[config.mk]
export PLATFORM = sky130hd
export DESIGN_NAME = alu_byte_sequencer_flat
export DESIGN_NICKNAME = d
export VERILOG_FILES = /design/src/rtl/alu_byte_sequencer_pkg.sv /design/src/rtl/alu_byte_sequencer_if.sv /design/src/rtl/alu_byte_sequencer_byte_counter.sv /design/src/rtl/alu_byte_sequencer.sv /design/src/flat_wrapper.sv
export SDC_FILE = /design/constraint.sdc
export NUM_CORES = 1
export LEC_CHECK = 0
export BUFFER_PORTS_ARGS = -buffer_cell sky130_fd_sc_hd__buf_2
export CORE_AREA = 2 2 51 53
export CTS_CLUSTER_DIAMETER = 40
export DETAILED_ROUTE_END_ITERATION = 16
export DIE_AREA = 0 0 53 55
export GPL_ROUTABILITY_DRIVEN = 0
export GPL_TIMING_DRIVEN = 0
export HOLD_SLACK_MARGIN = 0.1
export PLACE_DENSITY = 0.74
export SYNTH_ARGS = -nofsm -noshare
export SYNTH_HDL_FRONTEND = slang
export SYNTH_SLANG_ARGS = --single-unit
[constraint.sdc]
create_clock -name clk -period 2.25 [get_ports clk]
set_clock_uncertainty 0.1 [all_clocks]
set_input_delay 0.1125 -clock clk [delete_from_list [all_inputs] [get_ports clk]]
set_output_delay 0.1125 -clock clk [all_outputs]
set_load 0.05 [all_outputs]
[src/rtl/alu_byte_sequencer_pkg.sv]
// Shared definitions for the multi-byte ALU sequencer: opcodes, state
// encoding, strobe bundle and small opcode classification helpers.
package alu_seq_pkg;

  localparam int MAX_BYTES_DEF = 4;

  // Opcode encoding from the instruction decoder; 101-111 are illegal
  localparam logic [2:0] OP_ADD = 3'b000;
  localparam logic [2:0] OP_ADC = 3'b001;
  localparam logic [2:0] OP_SUB = 3'b010;
  localparam logic [2:0] OP_SBB = 3'b011;
  localparam logic [2:0] OP_CMP = 3'b100;

  // State encoding
  localparam logic [2:0] ST_IDLE  = 3'd0;
  localparam logic [2:0] ST_LDA   = 3'd1;
  localparam logic [2:0] ST_LDB   = 3'd2;
  localparam logic [2:0] ST_EXEC  = 3'd3;
  localparam logic [2:0] ST_SAVEC = 3'd4;
  localparam logic [2:0] ST_WRITE = 3'd5;
  localparam logic [2:0] ST_FIN   = 3'd6;
  localparam logic [2:0] ST_ERR   = 3'd7;

  typedef enum logic [2:0] {
    IDLE  = ST_IDLE,
    LDA   = ST_LDA,
    LDB   = ST_LDB,
    EXEC  = ST_EXEC,
    SAVEC = ST_SAVEC,
    WRITE = ST_WRITE,
    FIN   = ST_FIN,
    ERR   = ST_ERR
  } state_e;

  // Every control output of the sequencer, kept together so it can be
  // registered as one word
  typedef struct packed {
    logic ready;
    logic busy;
    logic done;
    logic err;
    logic ia;
    logic ib;
    logic eo;
    logic alu_sub;
    logic iflags;
    logic itemp;
    logic cpt5;
    logic ires;
  } strobes_t;

  function automatic logic op_legal(input logic [2:0] op);
    return (op <= OP_CMP);
  endfunction

  // SUB, SBB and CMP all run the ALU in subtract mode
  function automatic logic op_is_sub(input logic [2:0] op);
    return (op == OP_SUB) || (op == OP_SBB) || (op == OP_CMP);
  endfunction

  // Ops that consume the carry-temp already at byte 0
  function automatic logic op_uses_cin(input logic [2:0] op);
    return (op == OP_ADC) || (op == OP_SBB);
  endfunction

endpackage

[src/rtl/alu_byte_sequencer_if.sv]
// Decoder handshake plus datapath strobes of the byte sequencer.
interface alu_byte_sequencer_if #(
  parameter int IDX_W = 2
);
  // decoder side
  logic             start;
  logic [2:0]       opcode;
  logic [IDX_W-1:0] nbytes;
  logic             ready;
  logic             busy;
  logic             done;
  logic             err;
  // datapath side
  logic [IDX_W-1:0] byte_idx;
  logic             IA;
  logic             IB;
  logic             EO;
  logic             alu_sub;
  logic             IFLAGS;
  logic             ITEMP;
  logic             cpt5;
  logic             IRES;

  modport master (
    output start, opcode, nbytes,
    input  ready, busy, done, err,
    input  byte_idx, IA, IB, EO, alu_sub, IFLAGS, ITEMP, cpt5, IRES
  );

  modport slave (
    input  start, opcode, nbytes,
    output ready, busy, done, err,
    output byte_idx, IA, IB, EO, alu_sub, IFLAGS, ITEMP, cpt5, IRES
  );
endinterface

[src/rtl/alu_byte_sequencer_byte_counter.sv]
// Byte index counter for multi-byte sequencers: clears on load while
// latching the last index, increments on request, flags the last byte.
module byte_counter #(
  parameter int IDX_W = 2
) (
  input  logic             clk,
  input  logic             rst,
  input  logic             load_i,
  input  logic             inc_i,
  input  logic [IDX_W-1:0] len_i,
  output logic [IDX_W-1:0] idx_o,
  output logic [IDX_W-1:0] idx_nxt_o,
  output logic             last_o
);

  logic [IDX_W-1:0] idx_q, idx_d;
  logic [IDX_W-1:0] len_q, len_d;

  // next index / latched length
  always_comb begin
    idx_d = idx_q;
    len_d = len_q;
    if (load_i) begin
      idx_d = '0;
      len_d = len_i;
    end else if (inc_i) begin
      idx_d = idx_q + 1'b1;
    end
  end

  // counter registers
  always_ff @(posedge clk) begin
    if (rst) begin
      idx_q <= '0;
      len_q <= '0;
    end else begin
      idx_q <= idx_d;
      len_q <= len_d;
    end
  end

  assign idx_o     = idx_q;
  assign idx_nxt_o = idx_d;
  assign last_o    = (idx_q == len_q);

endmodule

[src/rtl/alu_byte_sequencer.sv]
// Control FSM driving the byte-serial ALU datapath through ADD/ADC/SUB/SBB/CMP
// over 1..MAX_BYTES bytes. Byte k's carry-out is saved to the carry-temp and
// gated back in (cpt5) as byte k+1's carry-in.
module alu_byte_sequencer
  import alu_seq_pkg::*;
#(
  parameter int MAX_BYTES = MAX_BYTES_DEF,
  parameter int IDX_W     = $clog2(MAX_BYTES)
) (
  input  logic                 clk,
  input  logic                 rst,
  alu_byte_sequencer_if.slave  bus
);

  state_e           state_q, state_d;
  logic [2:0]       op_q, op_d;
  strobes_t         strb_q;

  logic             cnt_load, cnt_inc, cnt_last;
  logic [IDX_W-1:0] idx, idx_nxt, len_ld;

  // Lengths beyond the operand width are clamped so the index never wraps
  assign len_ld = (int'(bus.nbytes) >= MAX_BYTES) ? IDX_W'(MAX_BYTES - 1) : bus.nbytes;

  byte_counter #(.IDX_W(IDX_W)) u_cnt (
    .clk       (clk),
    .rst       (rst),
    .load_i    (cnt_load),
    .inc_i     (cnt_inc),
    .len_i     (len_ld),
    .idx_o     (idx),
    .idx_nxt_o (idx_nxt),
    .last_o    (cnt_last)
  );

  // Output word for a given state. Carry-in is gated only while the ALU
  // output is live; byte 0 takes it only for ADC/SBB.
  function automatic strobes_t decode(input state_e st, input logic [2:0] op,
                                      input logic [IDX_W-1:0] bidx);
    strobes_t s;
    s = '0;
    case (st)
      IDLE:    s.ready  = 1'b1;
      ERR:     s.err    = 1'b1;
      FIN:     s.done   = 1'b1;
      LDA:     begin s.busy = 1'b1; s.ia = 1'b1; end
      LDB:     begin s.busy = 1'b1; s.ib = 1'b1; end
      EXEC:    begin s.busy = 1'b1; s.eo = 1'b1; s.iflags = 1'b1; end
      SAVEC:   begin s.busy = 1'b1; s.itemp = 1'b1; end
      WRITE:   begin s.busy = 1'b1; s.eo = 1'b1; s.ires = 1'b1; end
      default: s = '0;
    endcase
    s.alu_sub = s.busy && op_is_sub(op);
    s.cpt5    = ((st == EXEC) || (st == WRITE)) && ((bidx != '0) || op_uses_cin(op));
    return s;
  endfunction

  // Next-state logic; the advance decision is shared by SAVEC (CMP) and WRITE
  always_comb begin
    state_d  = state_q;
    op_d     = op_q;
    cnt_load = 1'b0;
    cnt_inc  = 1'b0;
    case (state_q)
      IDLE: begin
        if (bus.start) begin
          if (op_legal(bus.opcode)) begin
            op_d     = bus.opcode;
            cnt_load = 1'b1;
            state_d  = LDA;
          end else begin
            state_d  = ERR;
          end
        end
      end
      LDA:  state_d = LDB;
      LDB:  state_d = EXEC;
      EXEC: state_d = SAVEC;
      SAVEC: begin
        if (op_q != OP_CMP) begin
          state_d = WRITE;
        end else if (cnt_last) begin
          state_d = FIN;
        end else begin
          cnt_inc = 1'b1;
          state_d = LDA;
        end
      end
      WRITE: begin
        if (cnt_last) begin
          state_d = FIN;
        end else begin
          cnt_inc = 1'b1;
          state_d = LDA;
        end
      end
      FIN:     state_d = IDLE;
      ERR:     state_d = IDLE;
      default: state_d = IDLE;
    endcase
  end

  // FSM registers; outputs are registered from the next state so they are
  // glitch-free and line up with the state they describe
  always_ff @(posedge clk) begin
    if (rst) begin
      state_q <= IDLE;
      op_q    <= OP_ADD;
      strb_q  <= decode(IDLE, OP_ADD, '0);
    end else begin
      state_q <= state_d;
      op_q    <= op_d;
      strb_q  <= decode(state_d, op_d, idx_nxt);
    end
  end

  assign bus.ready    = strb_q.ready;
  assign bus.busy     = strb_q.busy;
  assign bus.done     = strb_q.done;
  assign bus.err      = strb_q.err;
  assign bus.byte_idx = idx;
  assign bus.IA       = strb_q.ia;
  assign bus.IB       = strb_q.ib;
  assign bus.EO       = strb_q.eo;
  assign bus.alu_sub  = strb_q.alu_sub;
  assign bus.IFLAGS   = strb_q.iflags;
  assign bus.ITEMP    = strb_q.itemp;
  assign bus.cpt5     = strb_q.cpt5;
  assign bus.IRES     = strb_q.ires;

endmodule

[src/flat_wrapper.sv]
// flat-port wrapper written by rule: the top's interface ports become plain ports
module alu_byte_sequencer_flat import alu_seq_pkg::*;
#(
  parameter int MAX_BYTES = MAX_BYTES_DEF,
  parameter int IDX_W     = $clog2(MAX_BYTES)
)
  (clk, rst, bus_start, bus_opcode, bus_nbytes, bus_ready, bus_busy, bus_done, bus_err, bus_byte_idx, bus_IA, bus_IB, bus_EO, bus_alu_sub, bus_IFLAGS, bus_ITEMP, bus_cpt5, bus_IRES);
  alu_byte_sequencer_if #(.IDX_W(IDX_W)) bus_i ();
  input  logic clk;
  input  logic rst;
  input wire logic [$bits(bus_i.start)-1:0] bus_start;
  input wire logic [$bits(bus_i.opcode)-1:0] bus_opcode;
  input wire logic [$bits(bus_i.nbytes)-1:0] bus_nbytes;
  output wire logic [$bits(bus_i.ready)-1:0] bus_ready;
  output wire logic [$bits(bus_i.busy)-1:0] bus_busy;
  output wire logic [$bits(bus_i.done)-1:0] bus_done;
  output wire logic [$bits(bus_i.err)-1:0] bus_err;
  output wire logic [$bits(bus_i.byte_idx)-1:0] bus_byte_idx;
  output wire logic [$bits(bus_i.IA)-1:0] bus_IA;
  output wire logic [$bits(bus_i.IB)-1:0] bus_IB;
  output wire logic [$bits(bus_i.EO)-1:0] bus_EO;
  output wire logic [$bits(bus_i.alu_sub)-1:0] bus_alu_sub;
  output wire logic [$bits(bus_i.IFLAGS)-1:0] bus_IFLAGS;
  output wire logic [$bits(bus_i.ITEMP)-1:0] bus_ITEMP;
  output wire logic [$bits(bus_i.cpt5)-1:0] bus_cpt5;
  output wire logic [$bits(bus_i.IRES)-1:0] bus_IRES;
  assign bus_i.start = bus_start;
  assign bus_i.opcode = bus_opcode;
  assign bus_i.nbytes = bus_nbytes;
  assign bus_ready = bus_i.ready;
  assign bus_busy = bus_i.busy;
  assign bus_done = bus_i.done;
  assign bus_err = bus_i.err;
  assign bus_byte_idx = bus_i.byte_idx;
  assign bus_IA = bus_i.IA;
  assign bus_IB = bus_i.IB;
  assign bus_EO = bus_i.EO;
  assign bus_alu_sub = bus_i.alu_sub;
  assign bus_IFLAGS = bus_i.IFLAGS;
  assign bus_ITEMP = bus_i.ITEMP;
  assign bus_cpt5 = bus_i.cpt5;
  assign bus_IRES = bus_i.IRES;
  alu_byte_sequencer #(.MAX_BYTES(MAX_BYTES), .IDX_W(IDX_W)) u_core (.clk(clk), .rst(rst), .bus(bus_i));
endmodule
==> results of run 1 <==
## final cells by class
cell class | instances | share of cell area
Tap cell | 30 | 0.0315
Timing Repair Buffer | 25 | 0.126
Buffer | 5 | 0.0231
Multi-Input combinational cell | 69 | 0.393
Clock inverter | 1 | 0.0252
Sequential cell | 22 | 0.370
Clock buffer | 3 | 0.0189
Inverter | 4 | 0.0126
## critical path, delay by kind of cell (launching register included)
family | cells | cell delay (ns)
compound gates | 2 | 0.32
simple gates | 3 | 1.05
flops | 1 | 0.38
buf+inv | 1 | 0.12
## metrics by stage
step	util	worst slack [ns]	hold WS, ns	total power [mW]
6_report	0.504	0.173	0.103	1.55
5_1_grt	0.504	0.0435	0.130	1.64
4_1_cts	0.504	0.167	0.102	1.56
3_5_place_dp	0.460	0.197	0.257	1.25
3_3_place_gp	0.460	0.211	0.252	1.24
2_1_floorplan	-	0.0965	0.160	1.11
## layer usage
| metal | vias to the layer above | share of wire | GRT usage |
|---|---|---|---|
| met3 | 5 | 0.055 | 0.0296 |
| met4 | 0 | 0.017 | 0.0769 |
| met5 | - | 0 | 0 |
| li1 | 414 | - | - |
| met1 | 362 | 0.43 | 0.162 |
| met2 | 27 | 0.49 | 0.273 |
## worst max-delay path by stage
stage | startpoint | endpoint | cells after the start
3_5_place_dp | u_core.state_q[0] | u_core.bus.ready | 6
6_report | u_core.state_q[0] | u_core.bus.ready | 6
4_1_cts | u_core.state_q[0] | u_core.bus.IB | 6
3_3_place_gp | u_core.state_q[0] | u_core.bus.ready | 6
2_1_floorplan | u_core.u_cnt.idx_o[1] | u_core.bus.ready | 6
5_1_grt | u_core.state_q[0] | u_core.bus.IB | 6
## cell usage after synthesis, types with 2 or more instances
cell type / number / area (µm²)
dfxtp_1: 22 / 440
nor2_1: 15 / 56.3
nor3_1: 6 / 30.0
inv_1: 4 / 15.0
mux2i_1: 4 / 40.0
o21ai_0: 4 / 20.0
xnor2_1: 4 / 35.0
clkbuf_1: 3 / 11.3
nand2b_1: 3 / 18.8
xor2_1: 3 / 26.3
a211o_1: 2 / 17.5
a211oi_1: 2 / 15.0
a21oi_1: 2 / 10.0
nand2_1: 2 / 7.51
nor2b_1: 2 / 12.5
nor4_1: 2 / 12.5
o21ai_1: 2 / 10.0
## layout by cell type, fill, tap and decap left out, types with 2 or more instances in the layout
cell and count:
xor2_1 3, o21ai_0 4, nor3_1 6, a211o_1 2
nor4_1 2, nand2b_1 3, clkbuf_1 3, mux2i_1 4
dlygate4sd3_1 5, nor2b_1 2, clkbuf_4 3, xnor2_1 4
dfxtp_1 22, o21ai_1 2, a21oi_1 2, nor2_1 15
nand2_1 2, buf_2 21, a211oi_1 2, inv_1 4
## power breakdown
group	switching, mW	internal, mW
combinational	0.465	0.251
clock	0.122	0.180
sequential	0.0575	0.479
total	0.644	0.911
## registers in the layout (all words and copies together), names as in the netlist, 2 cells and up
| signal | count |
|---|---|
| u_core.u_cnt.len_q | 2 |
| u_core.u_cnt.idx_o | 2 |
| u_core.state_q | 3 |
| u_core.op_q | 3 |
## cell families (layout without fill, tap and decap cells)
family,count (synthesis),count (layout),synth area share
compound gates,22,22,0.183
xor+xnor,7,7,0.0645
buf+inv,9,38,0.0447
flops,22,22,0.463
mux,4,4,0.0421
simple gates,36,36,0.203
==> results.sh, run 1 <==
export IMPL_async_flop_share=0
export IMPL_port_buffers=20
export IMPL_hold_violations=0
export IMPL_fin_tns_setup_ns=0
export IMPL_reg2regPathDepth=6
export IMPL_ctsHoldBuffers=5
export IMPL_ios=22
export IMPL_cts_sinks=22
export IMPL_clkTransAtPathRegs_ns=0.12
export IMPL_antennaDiodeCount=0
export IMPL_die_y_um=55
export IMPL_postCtsSetupBuffers=0
export IMPL_cts_resized=0
export IMPL_drt_pre_antenna_iters=4
export IMPL_ys_types=35
export IMPL_grt_usage=0.148
export IMPL_min_to="u_core.bus.done"
export IMPL_post_dp_hpwl_mm=1.46
export IMPL_layout_nets=138
export IMPL_vdd_drop_max_mv=0.677
export IMPL_hp_start="rst"
export IMPL_num_vias=808
export IMPL_setup_violations=0
export IMPL_netlist_instances=100
export IMPL_cts_root_buf="clkbuf_4"
export IMPL_cp_arrival_ns=2.20
export IMPL_ff2ff_setup_slack_ns=0.17
export IMPL_cts_tree="built"
export IMPL_end_kind="flip-flop"
export IMPL_area_delta_synth_final_pct=25.3
export IMPL_grt_max_degree=14
export IMPL_critPathSlowestCell="or4b_4"
export IMPL_wirelength_mm=1.96
export IMPL_drt_iter0_drc=4
export IMPL_dieArea_mm2=0.00292
export IMPL_min_period_over_period=0.923
export IMPL_worstReg2RegEnd="u_core.bus.ready"
export IMPL_cp_data_required_time_ns=2.37
export IMPL_ys_seq_area_frac=0.463
export IMPL_critPathLaunchType="flip-flop"
export IMPL_final_cells=159
export IMPL_htree_levels=1
export IMPL_powerDensity_mw_per_mm2=1300
export IMPL_dp_cells=150
export IMPL_maxCapViolations=0
export IMPL_worst_slew_pin_slew_ns=0.441
export IMPL_clk_path_buf_depth=2
export IMPL_drtAntennaViolNets=0
export IMPL_grt_overflow_total=0
export IMPL_cts_buffers=3
export IMPL_timing_slew_headroom=0.706
export IMPL_routedWlPerCell_um=12.3
export IMPL_synthesis_area_um2=951
export IMPL_timing_fmax_mhz=482
export IMPL_ys_flop_type="dfxtp_1"
export IMPL_grt_pass1_wl_mm=3.05
export IMPL_path_cells="or4b_4 -> or2_4 -> o41a_4 -> and2_4 -> buf_6 -> a31o_1"
export IMPL_clkLatencyLatePin_ns=0.31
export IMPL_fin_crit_ns=2.08
export IMPL_rows=18
export IMPL_rsz0062_at_grt="no"
export IMPL_slew_violations=0
export IMPL_crit_type="reg -> reg"
export IMPL_fill_cells=237
export IMPL_status="finished, final reports clean"
export IMPL_via_per_inst=5.08
export IMPL_syn_num_nets=108
export IMPL_multi_input_area_um2=468
export IMPL_grt_pass1_vias=707
export IMPL_crit_fanout=7
export IMPL_antenna_found_initial=0
export IMPL_regArea_um2=440
export IMPL_core_area_mm2=0.00236
export IMPL_hold_depth=2
export IMPL_remaining_drc_errors=0
export IMPL_floorplan_initialDensity=0.402
export IMPL_syn_area_per_cell_um2=9.51
export IMPL_final_layout_size_suffix_gt1_frac=0.240
export IMPL_yosys_warnings=0
export IMPL_place_area_mm2=0.00109
export IMPL_final_area_mm2=0.00119
export IMPL_regToRegStartpoint="u_core.state_q[0]"
export IMPL_critical_path_max_stage_delay_ns=0.60
export IMPL_cellLeakagePower_nw=0.498
export IMPL_die_w_um=53
export IMPL_min_path_type="in -> reg"
export IMPL_synth_edf_count=0
export IMPL_ys_ff_latch=22
(Power assumes the default switching activity.)
==> inputs of run 2 (changes only) <==
--- a/config.mk
+++ b/config.mk
@@ -5,11 +5,12 @@
 export SDC_FILE = /design/constraint.sdc
 export NUM_CORES = 1
 export LEC_CHECK = 0
+export ABC_AREA = 1
 export BUFFER_PORTS_ARGS = -buffer_cell sky130_fd_sc_hd__buf_2
-export CORE_AREA = 2 2 51 53
+export CORE_AREA = 2 2 50 52
 export CTS_CLUSTER_DIAMETER = 40
 export DETAILED_ROUTE_END_ITERATION = 16
-export DIE_AREA = 0 0 53 55
+export DIE_AREA = 0 0 52 54
 export GPL_ROUTABILITY_DRIVEN = 0
 export GPL_TIMING_DRIVEN = 0
 export HOLD_SLACK_MARGIN = 0.1
==> results.sh, run 2 <==
export IMPL_status="finished, final reports clean"
export IMPL_htree_levels=1
export IMPL_fin_util=0.515
export IMPL_yosysTopAreaCell="dfxtp_1"
export IMPL_place_area_mm2=0.00106
export IMPL_layout_nets=174
export IMPL_crit_type="in -> reg"
export IMPL_synth_simple_gate_area_frac=0.347
export IMPL_cts_root_buf="clkbuf_4"
export IMPL_grt_max_degree=13
export IMPL_die_w_um=52
export IMPL_antenna_found_initial=0
export IMPL_ys_types=16
export IMPL_yosysMostFrequentCell="nand2_1"
export IMPL_area_delta_synth_final_pct=29.8
export IMPL_die_y_um=54
export IMPL_rsz0062_at_grt="no"
export IMPL_cp_data_required_time_ns=2.36
export IMPL_fin_tns_setup_ns=0
export IMPL_final_cell_mix="nand2_1, dfxtp_1, buf_2"
export IMPL_grt_pass1_wl_mm=2.99
export IMPL_synth_area_leaders="dfxtp_1, nand2_1, inv_1"
export IMPL_regToRegStartpoint="u_core.state_q[1]"
export IMPL_syn_num_nets=139
export IMPL_ys_seq_area_frac=0.479
export IMPL_drt_pre_antenna_iters=7
export IMPL_synth_top_family_by_area="simple AND/OR/NAND/NOR gates"
export IMPL_reg2regPathDepth=7
export IMPL_grt_usage=0.146
export IMPL_cts_tree="built"
export IMPL_port_buffers=21
export IMPL_ys_ff_latch=22
export IMPL_fin_crit_ns=2.03
export IMPL_synth_compound_area_frac=0.0626
export IMPL_synth_fa_ha_area_frac=0
export IMPL_wirelength_mm=1.93
export IMPL_synth_edf_count=0
export IMPL_floorplan_initialDensity=0.396
export IMPL_drt_iter0_drc=22
export IMPL_core_area_mm2=0.00232
export IMPL_clk_path_buf_depth=2
export IMPL_yosys_warnings=0
export IMPL_slew_violations=0
export IMPL_min_path_type="reg -> reg"
export IMPL_cp_arrival_ns=2.14
export IMPL_antennaDiodeCount=0
export IMPL_synth_top_area_share=0.479
export IMPL_final_area_mm2=0.00119
export IMPL_synth_mux_area_fraction=0
export IMPL_regArea_um2=440
export IMPL_crit_fanout=7
export IMPL_drtAntennaViolNets=0
export IMPL_final_common_cell="nand2_1"
export IMPL_post_dp_hpwl_mm=1.45
export IMPL_clkTransAtPathRegs_ns=0.11
export IMPL_hold_violations=0
export IMPL_postCtsSetupBuffers=0
export IMPL_fill_cells=215
export IMPL_cts_sinks=22
export IMPL_grt_pass1_vias=771
export IMPL_routedWlPerCell_um=9.88
export IMPL_num_vias=899
export IMPL_clkLatencyLatePin_ns=0.31
export IMPL_synthesis_area_um2=920
export IMPL_critPathLaunchType="input port"
export IMPL_syn_area_per_cell_um2=7.02
export IMPL_critPathLaunch="bus_opcode[0]"
export IMPL_finalPower_mw=1.45
export IMPL_final_layout_size_suffix_gt1_frac=0.200
export IMPL_async_flop_share=0
export IMPL_cellLeakagePower_nw=0.616
export IMPL_grt_overflow_total=0
export IMPL_via_per_inst=4.61
export IMPL_ys_flop_type="dfxtp_1"
export IMPL_timing_fmax_mhz=493
export IMPL_remaining_drc_errors=0
export IMPL_reg_top3="u_core.op_q: 3 flops, u_core.state_q: 3 flops"
export IMPL_setup_violations=0
export IMPL_cts_buffers=3
export IMPL_powerDensity_mw_per_mm2=1210
export IMPL_min_period_over_period=0.902
export IMPL_rows=18
export IMPL_multi_input_area_um2=390
export IMPL_dieArea_mm2=0.00281
export IMPL_hp_start="u_core.u_cnt.len_q[0]"
export IMPL_vdd_drop_max_mv=0.556
export IMPL_netlist_instances=131
export IMPL_maxCapViolations=0
export IMPL_ios=22
export IMPL_synthXorXnorAreaFrac=0.00952
export IMPL_timing_slew_headroom=0.705
export IMPL_ys_top_cells_by_count="nand2_1, dfxtp_1, inv_1"
export IMPL_worst_slew_pin_slew_ns=0.442
export IMPL_hold_depth=2
export IMPL_end_kind="flip-flop"
==> run 2: cell types whose count changed in the layout (fill, tap and decap cells not counted), sizes merged, moves of 4 or more <==
| cell | before | now |
|---|---|---|
| nand2 | 2 | 33 |
| inv | 4 | 24 |
| nand3 | 0 | 11 |
| nand4 | 0 | 5 |
| dlygate4sd3 | 5 | 9 |
| mux2i | 4 | 0 |
| nor2 | 15 | 19 |
| nor3 | 6 | 2 |
| xnor2 | 4 | 0 |
==> run 2: timing repair <==
| item | in CTS | in global routing |
|---|---|---|
| endpoints found under the hold margin | 10 | 0 |
| hold buffers | 9 | 0 |
| resized for setup | 0 | 1 |
| endpoints found under the setup margin | 0 | 1 |
==> run 2: layout make-up <==
type / count / share of cell area
Timing Repair Buffer: 30 / 0.164
Inverter: 24 / 0.0755
Sequential cell: 22 / 0.369
Multi-Input combinational cell: 84 / 0.327
Clock buffer: 4 / 0.0304
Buffer: 1 / 0.00314
Tap cell: 30 / 0.0314
==> run 2: worst paths after layout <==
kind                                         endpoint  slack (ns)
worst min-delay path            u_core.u_cnt.len_q[0]        0.38
worst max-delay path            u_core.u_cnt.len_q[0]        0.22
worst min register to register  u_core.u_cnt.len_q[0]        0.38
worst max register to register  u_core.u_cnt.len_q[0]        0.23
==> run 2: layer usage <==
| metal | routed length (µm) | track usage | up-vias |
|---|---|---|---|
| met2 | 1020 | 0.285 | 24 |
| met5 | 0 | 0 | - |
| met4 | 40 | 0.0526 | 0 |
| met1 | 787 | 0.150 | 397 |
| met3 | 81 | 0.0333 | 4 |
| li1 | - | - | 474 |
==> run 2: logic make-up (layout without fill, tap and decap cells) <==
family,Yosys count,in the layout
XOR/XNOR,1,1
flip-flops,22,22
AND/OR/NAND/NOR,72,72
buffers and inverters,25,59
AO/OA/AOI/OAI,11,11
==> run 2: worst max-delay path, cell delays in order <==
cell and delay [ns]:
dlygate4sd3_1 0.53, buf_2 0.13, nor2_1 0.15, nor2_1 0.10
nor2_4 0.18, inv_1 0.12, o21ai_0 0.18, dlygate4sd3_1 0.59
a21oi_1 0.04
==> run 2: stage by stage <==
step                worst slack, ns  hold slack, ns  instances
detailed placement            0.636           0.315        182
global placement              0.705           0.287        182
global route                 0.0742           0.418        195
finish                        0.220           0.381        195
floorplan                     0.499           0.177        131
CTS                           0.225           0.380        195
==> run 2: report_power, final <==
group	internal [mW]	switching (mW)
Combinational	0.186	0.511
Clock	0.0989	0.116
Sequential	0.488	0.0490
